## config.mk

```make
export PLATFORM = sky130hd
export DESIGN_NAME = stage4_output
export DESIGN_NICKNAME = d
export VERILOG_FILES = /design/src/rtl/stage_pkg.sv /design/src/rtl/stage4_fifo.sv /design/src/rtl/stage4_output.sv
export SDC_FILE = /design/constraint.sdc
export NUM_CORES = 1
export LEC_CHECK = 0
export BUFFER_PORTS_ARGS = -buffer_cell sky130_fd_sc_hd__buf_2
export CAP_MARGIN = 30
export CELL_PAD_IN_SITES_DETAIL_PLACEMENT = 0
export CELL_PAD_IN_SITES_GLOBAL_PLACEMENT = 1
export CORE_MARGIN = 5
export CORE_UTILIZATION = 40
export DETAILED_ROUTE_END_ITERATION = 8
export PLACE_DENSITY = 0.65
export SYNTH_ARGS = -nofsm -noshare
export SYNTH_HDL_FRONTEND = slang
export SYNTH_HIERARCHICAL = 1
export SYNTH_SLANG_ARGS = --single-unit
```

## constraint.sdc

```tcl
create_clock -name clk -period 2.97 [get_ports clk]
set_input_delay 0.891 -clock clk [delete_from_list [all_inputs] [get_ports clk]]
set_output_delay 0.891 -clock clk [all_outputs]
set_load 0.02 [all_outputs]
```

## src/rtl/stage_pkg.sv

```systemverilog
// Shared types and the rounding/clamp helper used by the convolution output stages.
package stage_pkg;

    localparam int PIX_BITS = 8;

    typedef logic [PIX_BITS-1:0] pix_t;

    typedef struct packed {
        pix_t pix;
        logic eol;
        logic eof;
    } pix_word_t;

    // Adds half an LSB, then arithmetic-shifts right and clamps the result to [0, 2^pix_w-1].
    // 34-bit internals hold any 32-bit sum plus the rounding term without overflow.
    function automatic logic [31:0] sat_round(input logic signed [31:0] sum,
                                              input int shift,
                                              input int pix_w);
        logic signed [33:0] r;
        logic signed [33:0] s;
        logic signed [33:0] max_v;
        r = {{2{sum[31]}}, sum};
        if (shift > 0) begin
            r = r + (34'sd1 <<< (shift - 1));
        end
        s     = r >>> shift;
        max_v = (34'sd1 <<< pix_w) - 34'sd1;
        if (s < 0) begin
            return 32'd0;
        end else if (s > max_v) begin
            return max_v[31:0];
        end
        return s[31:0];
    endfunction

endpackage

```

## src/rtl/stage4_fifo.sv

```systemverilog
// Show-ahead FIFO: the head entry is presented on rd_data whenever the FIFO is non-empty.
module stage4_fifo #(
    parameter int W     = 10,
    parameter int DEPTH = 4
) (
    input  logic         clk,
    input  logic         rst,
    input  logic         flush,
    input  logic         wr_en,
    input  logic [W-1:0] wr_data,
    input  logic         rd_en,
    output logic [W-1:0] rd_data,
    output logic         full,
    output logic         empty
);

    localparam int AW = $clog2(DEPTH);

    logic [W-1:0]  mem [DEPTH];
    logic [AW-1:0] wr_ptr;
    logic [AW-1:0] rd_ptr;
    logic [AW:0]   count;
    logic          do_pop;
    logic          do_push;

    assign empty   = (count == '0);
    assign full    = (count == (AW+1)'(DEPTH));
    assign do_pop  = rd_en && !empty;
    // A full FIFO still accepts a write when the head leaves in the same cycle.
    assign do_push = wr_en && (!full || do_pop);
    assign rd_data = empty ? '0 : mem[rd_ptr];

    always_ff @(posedge clk or posedge rst) begin
        if (rst) begin
            wr_ptr <= '0;
            rd_ptr <= '0;
            count  <= '0;
        end else if (flush) begin
            wr_ptr <= '0;
            rd_ptr <= '0;
            count  <= '0;
        end else begin
            if (do_push) wr_ptr <= wr_ptr + AW'(1);
            if (do_pop)  rd_ptr <= rd_ptr + AW'(1);
            if (do_push && !do_pop) begin
                count <= count + (AW+1)'(1);
            end else if (do_pop && !do_push) begin
                count <= count - (AW+1)'(1);
            end
        end
    end

    always_ff @(posedge clk) begin
        if (do_push && !flush) begin
            mem[wr_ptr] <= wr_data;
        end
    end

endmodule

```

## src/rtl/stage4_output.sv

```systemverilog
// Output stage: round/clamp each stage3 sum, tag line/frame ends, and buffer pixels toward the writer.
// Upstream cannot stall, so a full FIFO drops pixels and raises a sticky overflow flag.
module stage4_output
    import stage_pkg::*;
#(
    parameter int WIDTH = 14,
    parameter int PIX_W = 8,
    parameter int SHIFT = 4,
    parameter int IMG_W = 64,
    parameter int IMG_H = 64,
    parameter int DEPTH = 4
) (
    input  logic                    clk,
    input  logic                    rst,
    input  logic                    start,
    input  logic signed [WIDTH:0]   sum_in,
    input  logic                    sum_valid,
    output logic [PIX_W-1:0]        pix_out,
    output logic                    pix_eol,
    output logic                    pix_eof,
    output logic                    pix_valid,
    input  logic                    pix_ready,
    output logic                    overflow,
    output logic                    frame_done,
    output logic                    busy,
    output logic [1:0]              dbg_state
);

    localparam logic [1:0] ST_IDLE  = 2'd0;
    localparam logic [1:0] ST_RUN   = 2'd1;
    localparam logic [1:0] ST_DRAIN = 2'd2;

    localparam int CW = $clog2(IMG_W);
    localparam int RW = $clog2(IMG_H + 1);
    localparam int WW = PIX_W + 2;

    logic [1:0]    state;
    logic [CW-1:0] col;
    logic [RW-1:0] row;
    logic          proc_valid;
    logic [WW-1:0] proc_word;
    logic [WW-1:0] head;
    logic [31:0]   sat_val;
    logic          accept;
    logic          at_eol;
    logic          at_eof;
    logic          fifo_full;
    logic          fifo_empty;
    logic          pop;
    logic          drop;
    logic          done_evt;

    assign accept   = (state == ST_RUN) && sum_valid && !start;
    assign at_eol   = (col == CW'(IMG_W - 1));
    assign at_eof   = at_eol && (row == RW'(IMG_H - 1));
    assign sat_val  = sat_round(32'(sum_in), SHIFT, PIX_W);

    assign pix_valid = !fifo_empty;
    assign pop       = pix_valid && pix_ready;
    assign drop      = proc_valid && fifo_full && !pop;
    // The frame ends when the eof pixel leaves the FIFO, or when it is lost to overflow.
    assign done_evt  = (pop && head[0]) || (drop && proc_word[0]);

    assign pix_out   = head[WW-1:2];
    assign pix_eol   = head[1];
    assign pix_eof   = head[0];
    assign busy      = (state != ST_IDLE);
    assign dbg_state = state;

    always_ff @(posedge clk or posedge rst) begin
        if (rst) begin
            state      <= ST_IDLE;
            col        <= '0;
            row        <= '0;
            proc_valid <= 1'b0;
            proc_word  <= '0;
            overflow   <= 1'b0;
            frame_done <= 1'b0;
        end else if (start) begin
            state      <= ST_RUN;
            col        <= '0;
            row        <= '0;
            proc_valid <= 1'b0;
            overflow   <= 1'b0;
            frame_done <= 1'b0;
        end else begin
            frame_done <= done_evt;
            proc_valid <= accept;
            if (drop) overflow <= 1'b1;
            if (accept) begin
                proc_word <= {sat_val[PIX_W-1:0], at_eol, at_eof};
                if (at_eof) begin
                    col   <= '0;
                    row   <= '0;
                    state <= ST_DRAIN;
                end else if (at_eol) begin
                    col <= '0;
                    row <= row + RW'(1);
                end else begin
                    col <= col + CW'(1);
                end
            end
            if (done_evt) state <= ST_IDLE;
        end
    end

    stage4_fifo #(
        .W     (WW),
        .DEPTH (DEPTH)
    ) u_fifo (
        .clk     (clk),
        .rst     (rst),
        .flush   (start),
        .wr_en   (proc_valid),
        .wr_data (proc_word),
        .rd_en   (pix_ready),
        .rd_data (head),
        .full    (fifo_full),
        .empty   (fifo_empty)
    );

endmodule

```

=== Yosys cells after proc, flatten, opt, wreduce, memory -nomap -nowiden ===
Memory sizes are Yosys's and may differ from the RTL's.
Index checks and enable logic that the tools add are counted.
Widths: inputs -> output; s select.

* Register bits after elaboration: 35
* RAM bits: 40
* Bits of input ports: 20
* Memories: 1

* Add/sub/neg operators: 7
* $lt $le $gt $ge: 2
* Eq/ne operators: 4
* Muxes and demuxes: 31
* Bitwise gates (word level): 1
* Reduce and logical (&&, ||, !) cells: 32

{| class="wikitable"
|+ Memory list
! name !! depth !! bits a word !! rd ports !! clocked after Yosys merged registers in !! write ports !! line !! RTL
|-
| u_fifo.mem || 4 || 10 || 1 || 0 || 1 || stage4_fifo.sv:19 || <nowiki>logic [W-1:0] mem [DEPTH];</nowiki>
|}

{| class="wikitable"
|+ Operator list
! operator !! count
|-
| $mux 7 || 4
|-
| $mux 6 || 4
|-
| $mux 8 || 3
|-
| $add 15x5->16 const B || 1
|-
| $mux 2 || 8
|-
| $gt 12x9->1 const B || 1
|-
| $logic_and 1x1->1 || 12
|-
| $lt 12x1->1 const B || 1
|-
| $reduce_bool 3->1 || 4
|-
| $mux 10 || 1
|-
| $reduce_bool 2->1 || 5
|-
| $mux 3 || 3
|-
| $mux 1 || 8
|-
| $add 7x1->7 const B || 1
|-
| $eq 7x6->1 const B || 1
|-
| $add 6x1->6 const B || 1
|-
| $eq 6x6->1 const B || 1
|-
| $reduce_and 2->1 || 3
|-
| $logic_not 1->1 || 5
|-
| $add 2x1->2 const B || 2
|-
| $add 3x1->3 const B || 1
|-
| $eq 3x3->1 const B || 1
|-
| $logic_not 3->1 || 1
|-
| $sub 3x1->3 const B || 1
|-
| 3 further kinds || 4
|}

=== Longest topological paths before layout ===
Gate-level depths: netlist of run 1.

* Word-level depth: 10
* Gate-level depth with buffers: 7
* Gate-level depth less buffers: 6

=== Modules after synthesis ===
The synthesis of run 1 kept the hierarchy.

{| class="wikitable"
|+ Modules (own cells, without submodules)
! module !! instances !! cells an instance !! area each (µm²)
|-
| stage4_fifo || 1 || 127 || 2093.3
|-
| stage4_output || 1 || 158 || 1445.1
|}

=== Worst setup path before layout of run 1 ===
Ideal clock, no wire load.

* Path type: input to register
* Start: input port pix_ready
* End: memory u_fifo.mem[0][0] (enable)
* Data arrival time: 2089 ps
* Data required time: 2578 ps
* Path slack: 489 ps
* Stages: 3
* Buffers on the path: 1
* Cell sequence: buf_2 o21ai_0 nor3b_1

* Longest elaborated chain between the ends: 6

{| class="wikitable"
|+ RTL lines
! what !! line !! RTL
|-
| from (decl) || stage4_output.sv:22 || <nowiki>input logic pix_ready,</nowiki>
|-
| $logic_and 1x1->1 || stage4_fifo.sv:28 || <nowiki>assign do_pop = rd_en && !empty;</nowiki>
|-
| $logic_or 1x1->1 || stage4_fifo.sv:30 || <nowiki>assign do_push = wr_en && (!full || do_pop);</nowiki>
|-
| $logic_and 1x1->1 || stage4_fifo.sv:30 ||
|-
| $logic_and 1x1->1 || stage4_fifo.sv:54 || <nowiki>if (do_push && !flush) begin</nowiki>
|-
| $mux 1 || stage4_fifo.sv:54 ||
|-
| $mux 1 (implied by the code) || stage4_fifo.sv:55 || <nowiki>mem[wr_ptr] <= wr_data;</nowiki>
|-
| to (decl) || stage4_fifo.sv:19 ||
|}

No other way between the ends.

=== Final worst setup path of run 1 ===
* Start: register u_fifo.rd_ptr[0]
* End: output port pix_eof

* Longest elaborated chain between the ends: 2

{| class="wikitable"
|+ RTL lines
! what !! line !! RTL
|-
| from (decl) || stage4_fifo.sv:21 || <nowiki>logic [AW-1:0] rd_ptr;</nowiki>
|-
| from (signal assigned) || stage4_fifo.sv:44 || <nowiki>if (do_pop) rd_ptr <= rd_ptr + AW'(1);</nowiki>
|-
| $mem_v2 4x10 || -- ||
|-
| $mux 10 || stage4_fifo.sv:31 || <nowiki>assign rd_data = empty ? '0 : mem[rd_ptr];</nowiki>
|-
| to (decl) || stage4_output.sv:20 || <nowiki>output logic pix_eof,</nowiki>
|}

No other way between the ends.

==> flow_metrics.env, run 1 <==
export IMPL_status="finished, final reports clean"
export IMPL_leakagePower_nw=1.55
export IMPL_hold_class="in2async"
export IMPL_ys_flop_type="edfxtp_1"
export IMPL_synth_async_reset_ratio_pct=46.7
export IMPL_overflow=0
export IMPL_synth_seq_cells=75
export IMPL_clockBufferDepth=2
export IMPL_synth_common_cells="40 x edfxtp_1, 38 x nor2_1, 35 x dfrtp_1, 17 x nand2_1, 12 x nor2b_1"
export IMPL_syn_cell_area_mm2=0.00354
export IMPL_seq_area_frac_synth_pct=58.7
export IMPL_power_frac_seq_pct=47.4
export IMPL_drive_above_1_share_pct=23.6
export IMPL_fillers=823
export IMPL_grt_start_max_net_pins=36
export IMPL_setup_viol_count_final=0
export IMPL_gp_congestion=0.736
export IMPL_wl_per_cell_um=15.0
export IMPL_drc_errors=0
export IMPL_cts_htree_levels=3
export IMPL_synthDistinctLibCells=48
export IMPL_finalMaxSlewViolations=0
export IMPL_clock_sinks=75
export IMPL_synth_compound_area_share_pct=6.93
export IMPL_area_growth_pct=13.6
export IMPL_io_pins=36
export IMPL_finClkSkew_ns=0.00820
export IMPL_post_cts_setup_buffer_count=0
export IMPL_synth_edf_count=40
export IMPL_cts_root_buf="clkbuf_8"
export IMPL_viasPerCell=5.00
export IMPL_cts_hold_buffers=0
export IMPL_clkTransAtPathRegs_ns=0.08
export IMPL_grt_pass1_vias=2177
export IMPL_cap_violations=0
export IMPL_start_util_pct=40.8
export IMPL_p_per_area_mw_per_mm2=679
export IMPL_dieArea_mm2=0.0108
export IMPL_yosysTopAreaCell="edfxtp_1"
export IMPL_path_buf_inv=2
export IMPL_dp_hpwl_um=4440
export IMPL_dp_cells=423
export IMPL_rsz0062_at_grt="no"
export IMPL_cp_required_ns=2.08
export IMPL_cts_tree="yes"
export IMPL_grt_pass1_wl_um=11100
export IMPL_syn_avg_cell_area_um2=12.4
export IMPL_rr_worst_depth=6
export IMPL_ys_warnings_count=6
export IMPL_synthTopCellsByArea="edfxtp_1 34%, dfrtp_1 25%, mux4_2 6.4%, nor2_1 4.0%, ha_1 2.5%"
export IMPL_fmax_mhz=371
export IMPL_cp_slowest_cell="mux4_2"
export IMPL_yosysMostFrequentCell="edfxtp_1"
export IMPL_regToRegSetupSlack_ns=0.82
export IMPL_worstSetupPathType="reg2out"
export IMPL_p_int_w=0.00184
export IMPL_whs_ns=0.485
export IMPL_p_comb_share_pct=26.9
export IMPL_clockPowerShare_pct=25.6
export IMPL_synth_simple_area_share_pct=16.2
export IMPL_period_needed_ns=2.70
export IMPL_setup_tns_ns=0
export IMPL_clock_latency_ns=0.34
export IMPL_critPathTopFamily="multiplexers"
export IMPL_num_antenna_cells=0
export IMPL_slew_headroom_pct=61.1
export IMPL_worstReg2RegEnd="u_fifo/count[2]"
export IMPL_synth_nets=313
export IMPL_num_rows=34
export IMPL_drt_wl_total_um=6560
export IMPL_dr_total_vias=2197
export IMPL_antenna_left=0
export IMPL_synth_adder_area_share_pct=3.04
export IMPL_port_buffers=32
export IMPL_drt_iter0_drc=68
export IMPL_path_max_fanout=12
export IMPL_nets=354
export IMPL_max_stage_delay_ns=0.54
export IMPL_crit_chain="buf_4 -> mux4_2 -> nor2b_1 -> buf_2"
export IMPL_dp_slack_ns=0.544
export IMPL_post_cts_resized=0
export IMPL_synth_top_cell_area_share_pct=33.9
export IMPL_stdcell_count=439
export IMPL_cts_buffers_inserted=9
export IMPL_worstSetupEndpointType="primary output"
export IMPL_total_power_w=0.00273
export IMPL_synth_mux_area_share_pct=8.31
export IMPL_hold_viol_final=0
export IMPL_drt_pass1_iter_count=4
export IMPL_finalWorstSetupSlack_ns=0.272
export IMPL_worst_pin_slew_ns=0.579
export IMPL_worstReg2RegStart="u_fifo/count[2]"
export IMPL_cp_arrival_ns=1.81
export IMPL_critPathLaunchType="register"
export IMPL_finalCritPeriodShare_pct=90.8
export IMPL_peakVddDrop_mv=0.266
export IMPL_swShare_pct=32.4
export IMPL_core_area_mm2=0.00868
export IMPL_grt_total_usage_pct=12.8
export IMPL_antenna_found_initial=0
export IMPL_chipWidth_um=104
export IMPL_die_h_um=104
export IMPL_synth_top_family_by_area="simple AND/OR/NAND/NOR gates"
export IMPL_netlist_instances=285
export IMPL_p_sw_w=0.000885
export IMPL_synth_xor_xnor_area_share_pct=3.96
## worst reg2reg max path, cell delays in order (launching register included)
cell and delay [ns]:
dfrtp_1 0.50, or3b_4 0.45, and3_1 0.21, fa_1 0.40, nor4b_1 0.29, a31oi_1 0.07, a31oi_1 0.17
## final cells by class
cell class                      count  area, µm²  share of cell area, %
Sequential cell                    75       2080                   51.7
Multi-Input combinational cell    188       1360                   33.9
Timing Repair Buffer               42        235                   5.85
Tap cell                          108        135                   3.36
Clock buffer                       10        128                   3.17
Clock inverter                      6       46.3                   1.15
Inverter                           10       37.5                  0.934
## through the flow
| stage | utilization [%] | instance area (µm²) |
|---|---|---|
| global route | 46.3 | 4020 |
| finish | 46.3 | 4020 |
| detailed placement | 44.3 | 3850 |
| floorplan | - | 3540 |
| global placement | 44.3 | 3850 |
| CTS | 46.3 | 4020 |
## cells in the final DEF, fill, tap and decap left out, types with 2 or more instances in the layout
master,n
edfxtp_1,40
nor2_1,38
dfrtp_1,35
buf_2,32
nand2_1,17
nor2b_1,12
inv_1,10
buf_4,10
mux4_2,10
nor3_1,9
clkbuf_8,9
nand3_1,8
xor2_1,8
xnor2_1,8
o22ai_1,8
a21oi_1,7
ha_1,7
o21ai_0,6
nor3b_1,6
and3_1,4
nand2b_1,4
mux2_2,3
or3_1,3
a31oi_1,3
inv_6,3
o31ai_1,2
nor4_1,2
or2_2,2
mux2i_1,2
## per-layer routing
metal | up-vias | share of wire (%) | global-route usage [%]
met1 | 1042 | 50 | 17.6
met3 | 10 | 3.8 | 3.54
li1 | 1113 | - | -
met4 | 0 | 1.7 | 5.55
met2 | 32 | 45 | 18.9
met5 | - | 0 | 0
## power groups by stage
stage	sequential (W)	clock [W]	combinational, W
after floorplan	0.00128	0	0.000576
final	0.00130	0.000700	0.000735
after global routing	0.00131	0.000776	0.000809
after CTS	0.00130	0.000720	0.000753
after global placement	0.00131	0	0.000745
after detailed placement	0.00132	0	0.000751
## worst max-delay path by stage
| stage | from | end | cells past startpoint |
|---|---|---|---|
| 5_1_grt | u_fifo/rd_ptr[0] | pix_eof | 4 |
| 2_1_floorplan | pix_ready | u_fifo/mem[0][0] | 3 |
| 4_1_cts | u_fifo/rd_ptr[0] | pix_eof | 4 |
| 6_report | u_fifo/rd_ptr[0] | pix_eof | 4 |
| 3_3_place_gp | sum_in[3] | proc_word[6] | 7 |
| 3_5_place_dp | sum_in[3] | proc_word[8] | 7 |
## cell families after synthesis
family	after synthesis
multiplexers	16
XOR/XNOR	16
AO/OA/AOI/OAI	37
flip-flops	75
buffers and inverters	22
adder cells (fa/ha/maj)	8
AND/OR/NAND/NOR	111
## state kept, by name (all words and copies together) (netlist names)
signal / cells
proc_word: 10
u_fifo/rd_ptr: 2
row: 7
u_fifo/count: 3
col: 6
u_fifo/wr_ptr: 2
proc_valid: 1
dbg_state: 2
frame_done: 1
u_fifo/mem: 40
overflow: 1
No activity file was read; power rests on OpenSTA's default activity.
==> inputs of run 2 (changes only) <==
--- a/config.mk
+++ b/config.mk
@@ -10,9 +10,9 @@
 export CELL_PAD_IN_SITES_DETAIL_PLACEMENT = 0
 export CELL_PAD_IN_SITES_GLOBAL_PLACEMENT = 1
 export CORE_MARGIN = 5
-export CORE_UTILIZATION = 40
+export CORE_UTILIZATION = 48
 export DETAILED_ROUTE_END_ITERATION = 8
-export PLACE_DENSITY = 0.65
+export PLACE_DENSITY = 0.77
 export SYNTH_ARGS = -nofsm -noshare
 export SYNTH_HDL_FRONTEND = slang
 export SYNTH_HIERARCHICAL = 1
==> flow_metrics.env, run 2 (synthesized netlist as in run 1, its figures left out) <==
export IMPL_core_area_mm2=0.00721
export IMPL_cts_hold_buffers=0
export IMPL_worstSetupEndpoint="pix_eof"
export IMPL_start_util_pct=49.0
export IMPL_max_stage_delay_ns=0.52
export IMPL_setup_viol_count_final=0
export IMPL_finalCritPeriodShare_pct=89.4
export IMPL_area_growth_pct=14.3
export IMPL_final_cell_mix="40 x edfxtp_1, 38 x nor2_1, 35 x dfrtp_1"
export IMPL_die_h_um=95.9
export IMPL_multiInputGateArea_mm2=0.00136
export IMPL_path_max_fanout=12
export IMPL_rsz0062_at_grt="no"
export IMPL_rr_worst_depth=6
export IMPL_worstReg2RegEnd="u_fifo/count[2]"
export IMPL_worstReg2RegStart="u_fifo/count[2]"
export IMPL_hold_viol_final=0
export IMPL_cts_root_buf="clkbuf_8"
export IMPL_dp_hpwl_um=4540
export IMPL_fmax_mhz=377
export IMPL_drc_errors=0
export IMPL_cp_slowest_cell="mux4_2"
export IMPL_worst_pin_slew_ns=0.591
export IMPL_grt_pass1_vias=2304
export IMPL_num_rows=31
export IMPL_leakagePower_nw=1.56
export IMPL_drive_above_1_share_pct=24.1
export IMPL_nets=355
export IMPL_critPathTopFamily="multiplexers"
export IMPL_crit_chain="buf_4 -> mux4_2 -> nor2b_1 -> buf_2"
export IMPL_critPathLaunchType="register"
export IMPL_setup_tns_ns=0
export IMPL_slew_headroom_pct=60.3
export IMPL_dr_total_vias=2272
export IMPL_top_regs="u_fifo/mem (40), proc_word (10), row (7)"
export IMPL_cp_arrival_ns=1.76
export IMPL_period_needed_ns=2.66
export IMPL_worstSetupEndpointType="primary output"
export IMPL_drt_pass1_iter_count=4
export IMPL_grt_total_usage_pct=16.1
export IMPL_num_antenna_cells=0
export IMPL_finalMaxSlewViolations=0
export IMPL_post_cts_resized=0
export IMPL_utilization_pct=56.0
export IMPL_layout_commonest_cell="edfxtp_1"
export IMPL_chipWidth_um=95.9
export IMPL_antenna_left=0
export IMPL_p_per_area_mw_per_mm2=695
export IMPL_clock_latency_ns=0.34
export IMPL_gp_congestion=0.783
export IMPL_largest_register_ffs=40
export IMPL_port_buffers=32
export IMPL_area_sequential_mm2=0.00208
export IMPL_drt_iter0_drc=103
export IMPL_antenna_found_initial=0
export IMPL_worst_path_stages=4
export IMPL_setup_worst_path_start="u_fifo/rd_ptr[0]"
export IMPL_cts_buffers_inserted=9
export IMPL_grt_start_max_net_pins=28
export IMPL_overflow=0
export IMPL_cts_tree="yes"
export IMPL_hold_class="in2async"
export IMPL_regMostFlops="u_fifo/mem"
export IMPL_peakVddDrop_mv=0.359
export IMPL_status="finished, final reports clean"
export IMPL_drt_wl_total_um=6500
export IMPL_viasPerCell=5.27
export IMPL_finClkSkew_ns=0.00572
export IMPL_cts_htree_levels=3
export IMPL_worstSetupPathType="reg2out"
export IMPL_clockBufferDepth=2
export IMPL_clock_sinks=75
export IMPL_path_buf_inv=2
export IMPL_regToRegSetupSlack_ns=0.83
export IMPL_io_pins=36
export IMPL_total_power_w=0.00281
export IMPL_clkTransAtPathRegs_ns=0.08
export IMPL_cap_violations=0
export IMPL_wl_per_cell_um=15.1
export IMPL_grt_pass1_wl_um=11300
export IMPL_cp_required_ns=2.08
export IMPL_fillers=650
export IMPL_dieArea_mm2=0.00919
export IMPL_post_cts_setup_buffer_count=0
[run 2: changes by cell type in the layout (fill, tap and decap cells not counted)]
cell,delta
clkbuf_1,-1
inv_6,-1
clkinv_4,+1
bufinv_16,+1
buf_4,+1
[run 2: final cells by class]
class                           instances  share of cell area, %
Tap cell                               99                   3.06
Clock buffer                            9                   3.06
Sequential cell                        75                   51.4
Clock inverter                          7                   1.89
Multi-Input combinational cell        188                   33.7
Inverter                               10                  0.929
Timing Repair Buffer                   43                   6.00
[run 2: worst min-delay path by stage]
stage	end	depth (start not counted)	slack [ns]
finish	frame_done	2	0.39
global route	frame_done	2	0.38
CTS	frame_done	2	0.37
detailed placement	overflow	2	0.50
global placement	overflow	2	0.49
floorplan	u_fifo/mem[0][1]	0	0.47
[run 2: stage by stage]
stage,instances,hold slack [ns],setup WS [ns],cell area (µm²)
6_report,431,0.392,0.314,4040
3_5_place_dp,415,0.498,0.554,3840
5_1_grt,431,0.384,0.201,4040
4_1_cts,431,0.369,0.268,4040
2_1_floorplan,285,0.472,0.489,3540
3_3_place_gp,415,0.486,0.567,3840
[run 2: routing by layer]
metal | wire length [µm] | vias to the layer above | global-route usage, %
met2 | 3110 | 37 | 25.0
met1 | 3070 | 1111 | 22.0
met3 | 249 | 5 | 4.22
met5 | 0 | - | 0
met4 | 65 | 0 | 5.69
li1 | - | 1119 | -
[run 2: power by group]
| group | internal (W) | switching (W) |
|---|---|---|
| Clock | 0.000394 | 0.000384 |
| Combinational | 0.000336 | 0.000401 |
| Sequential | 0.00120 | 0.0000951 |
| Total | 0.00193 | 0.000880 |
[run 2: worst register-to-register path, stage by stage (launching register included)]
cell and delay, ns:
dfrtp_1 0.49, or3b_4 0.45, and3_1 0.21, fa_1 0.40, nor4b_1 0.27, a31oi_1 0.08
a31oi_1 0.18
==> inputs of run 3 (changes only) <==
--- a/config.mk
+++ b/config.mk
@@ -5,6 +5,7 @@
 export SDC_FILE = /design/constraint.sdc
 export NUM_CORES = 1
 export LEC_CHECK = 0
+export ABC_CLOCK_PERIOD_IN_PS = 2700
 export BUFFER_PORTS_ARGS = -buffer_cell sky130_fd_sc_hd__buf_2
 export CAP_MARGIN = 30
 export CELL_PAD_IN_SITES_DETAIL_PLACEMENT = 0
==> constraint.sdc (replaced) <==
create_clock -name clk -period 2.7 [get_ports clk]
set_input_delay 0.81 -clock clk [delete_from_list [all_inputs] [get_ports clk]]
set_output_delay 0.81 -clock clk [all_outputs]
set_load 0.02 [all_outputs]
==> flow_metrics.env, run 3 (synthesized netlist as in run 1, its figures left out) <==
export IMPL_finalCritPeriodShare_pct=95.3
export IMPL_cts_hold_buffers=0
export IMPL_final_cell_mix="40 x edfxtp_1, 38 x nor2_1, 35 x dfrtp_1"
export IMPL_total_power_w=0.00310
export IMPL_regToRegSetupSlack_ns=0.56
export IMPL_drt_wl_total_um=6430
export IMPL_fillers=651
export IMPL_grt_pass1_wl_um=10900
export IMPL_num_antenna_cells=0
export IMPL_core_area_mm2=0.00721
export IMPL_max_stage_delay_ns=0.52
export IMPL_die_h_um=95.9
export IMPL_path_max_fanout=12
export IMPL_cp_arrival_ns=1.76
export IMPL_top_regs="u_fifo/mem (40), proc_word (10), row (7)"
export IMPL_viasPerCell=5.21
export IMPL_finalMaxSlewViolations=0
export IMPL_chipWidth_um=95.9
export IMPL_clock_latency_ns=0.34
export IMPL_cts_htree_levels=3
export IMPL_layout_commonest_cell="edfxtp_1"
export IMPL_drive_above_1_share_pct=23.6
export IMPL_cts_buffers_inserted=9
export IMPL_grt_start_max_net_pins=36
export IMPL_design_area_mm2=0.00404
export IMPL_gp_congestion=0.811
export IMPL_multiInputGateArea_mm2=0.00136
export IMPL_hold_viol_final=0
export IMPL_worst_pin_slew_ns=0.609
export IMPL_cp_slowest_cell="mux4_2"
export IMPL_hold_class="in2async"
export IMPL_setup_tns_ns=0
export IMPL_peakVddDrop_mv=0.261
export IMPL_largest_register_ffs=40
export IMPL_status="finished, final reports clean"
export IMPL_start_util_pct=49.0
export IMPL_dpl_cell_area_mm2=0.00385
export IMPL_io_pins=36
export IMPL_p_per_area_mw_per_mm2=766
export IMPL_rsz0062_at_grt="no"
export IMPL_drt_pass1_iter_count=4
export IMPL_worstReg2RegEnd="u_fifo/count[2]"
export IMPL_area_growth_pct=14.2
export IMPL_cap_violations=0
export IMPL_grt_total_usage_pct=15.8
export IMPL_area_sequential_mm2=0.00208
export IMPL_worstSetupEndpointType="primary output"
export IMPL_antenna_found_initial=0
export IMPL_dieArea_mm2=0.00919
export IMPL_num_rows=31
export IMPL_post_cts_resized=0
export IMPL_critPathLaunchType="register"
export IMPL_grt_pass1_vias=2255
export IMPL_nets=354
export IMPL_setup_viol_count_final=0
export IMPL_wl_per_cell_um=15.0
export IMPL_clkTransAtPathRegs_ns=0.08
export IMPL_leakagePower_nw=1.57
export IMPL_cts_root_buf="clkbuf_8"
export IMPL_overflow=0
export IMPL_antenna_left=0
export IMPL_post_cts_setup_buffer_count=0
export IMPL_dp_hpwl_um=4440
export IMPL_crit_chain="buf_4 -> mux4_2 -> nor2b_1 -> buf_2"
export IMPL_drt_iter0_drc=101
export IMPL_finClkSkew_ns=0.0104
export IMPL_worstSetupPathType="reg2out"
export IMPL_rr_worst_depth=6
export IMPL_slew_headroom_pct=59.1
export IMPL_clock_sinks=75
export IMPL_cts_tree="yes"
export IMPL_period_needed_ns=2.57
export IMPL_dr_total_vias=2242
export IMPL_fmax_mhz=389
export IMPL_port_buffers=32
export IMPL_cp_required_ns=1.89
export IMPL_worstReg2RegStart="u_fifo/count[2]"
export IMPL_clockBufferDepth=2
export IMPL_drc_errors=0
export IMPL_regMostFlops="u_fifo/mem"
## run 3: cell count changes in the layout (fill, tap and decap cells not counted)
cell	change
buf_4	-2
clkinv_2	+1
buf_12	+1
clkinvlp_4	-1
clkbuf_1	+1
inv_6	-1
## run 3: final cells by class
| cell class | instances | share of cell area (%) |
|---|---|---|
| clock buffers | 10 | 3.16 |
| clock inverters | 6 | 1.61 |
| inverters | 10 | 0.929 |
| multi-input cells | 188 | 33.7 |
| flip-flops and latches | 75 | 51.4 |
| well taps | 99 | 3.07 |
| repair buffers | 42 | 6.13 |
## run 3: per-layer routing
layer | vias up | routed length, µm | GRT usage [%]
li1 | 1117 | - | -
met1 | 1084 | 3110 | 21.4
met2 | 39 | 3050 | 24.3
met3 | 2 | 241 | 4.53
met4 | 0 | 31 | 6.04
met5 | - | 0 | 0
## run 3: worst max path at each step
stage / start / to / slack [ns] / cells after the start
5_1_grt: u_fifo/rd_ptr[0] / pix_eof / 0.01 / 4
4_1_cts: u_fifo/rd_ptr[0] / pix_eof / 0.1 / 4
3_3_place_gp: sum_in[3] / proc_word[5] / 0.37 / 7
6_report: u_fifo/rd_ptr[0] / pix_eof / 0.13 / 4
3_5_place_dp: sum_in[3] / proc_word[9] / 0.36 / 7
2_1_floorplan: pix_ready / u_fifo/mem[2][0] / 0.30 / 3
## run 3: where the power goes
part	total (W)	switching, W	internal, W
sequential	0.00143	0.000106	0.00132
clock	0.000832	0.000403	0.000429
combinational	0.000838	0.000443	0.000396
total	0.00310	0.000952	0.00214
## run 3: worst max-delay path: cells and delay by family (launching register included)
family        cells  cell delay (ns)
flops             1             0.32
simple gates      1             0.17
buf+inv           2             0.41
mux               1             0.52
## run 3: stage by stage
| stage | worst slack (ns) | cells | hold WS, ns | util (%) |
|---|---|---|---|---|
| floorplan | 0.300 | 285 | 0.472 | - |
| global placement | 0.374 | 414 | 0.489 | 53.3 |
| detailed placement | 0.359 | 414 | 0.506 | 53.3 |
| CTS | 0.0966 | 430 | 0.412 | 56.0 |
| global route | 0.00983 | 430 | 0.436 | 56.0 |
| finish | 0.127 | 430 | 0.414 | 56.0 |
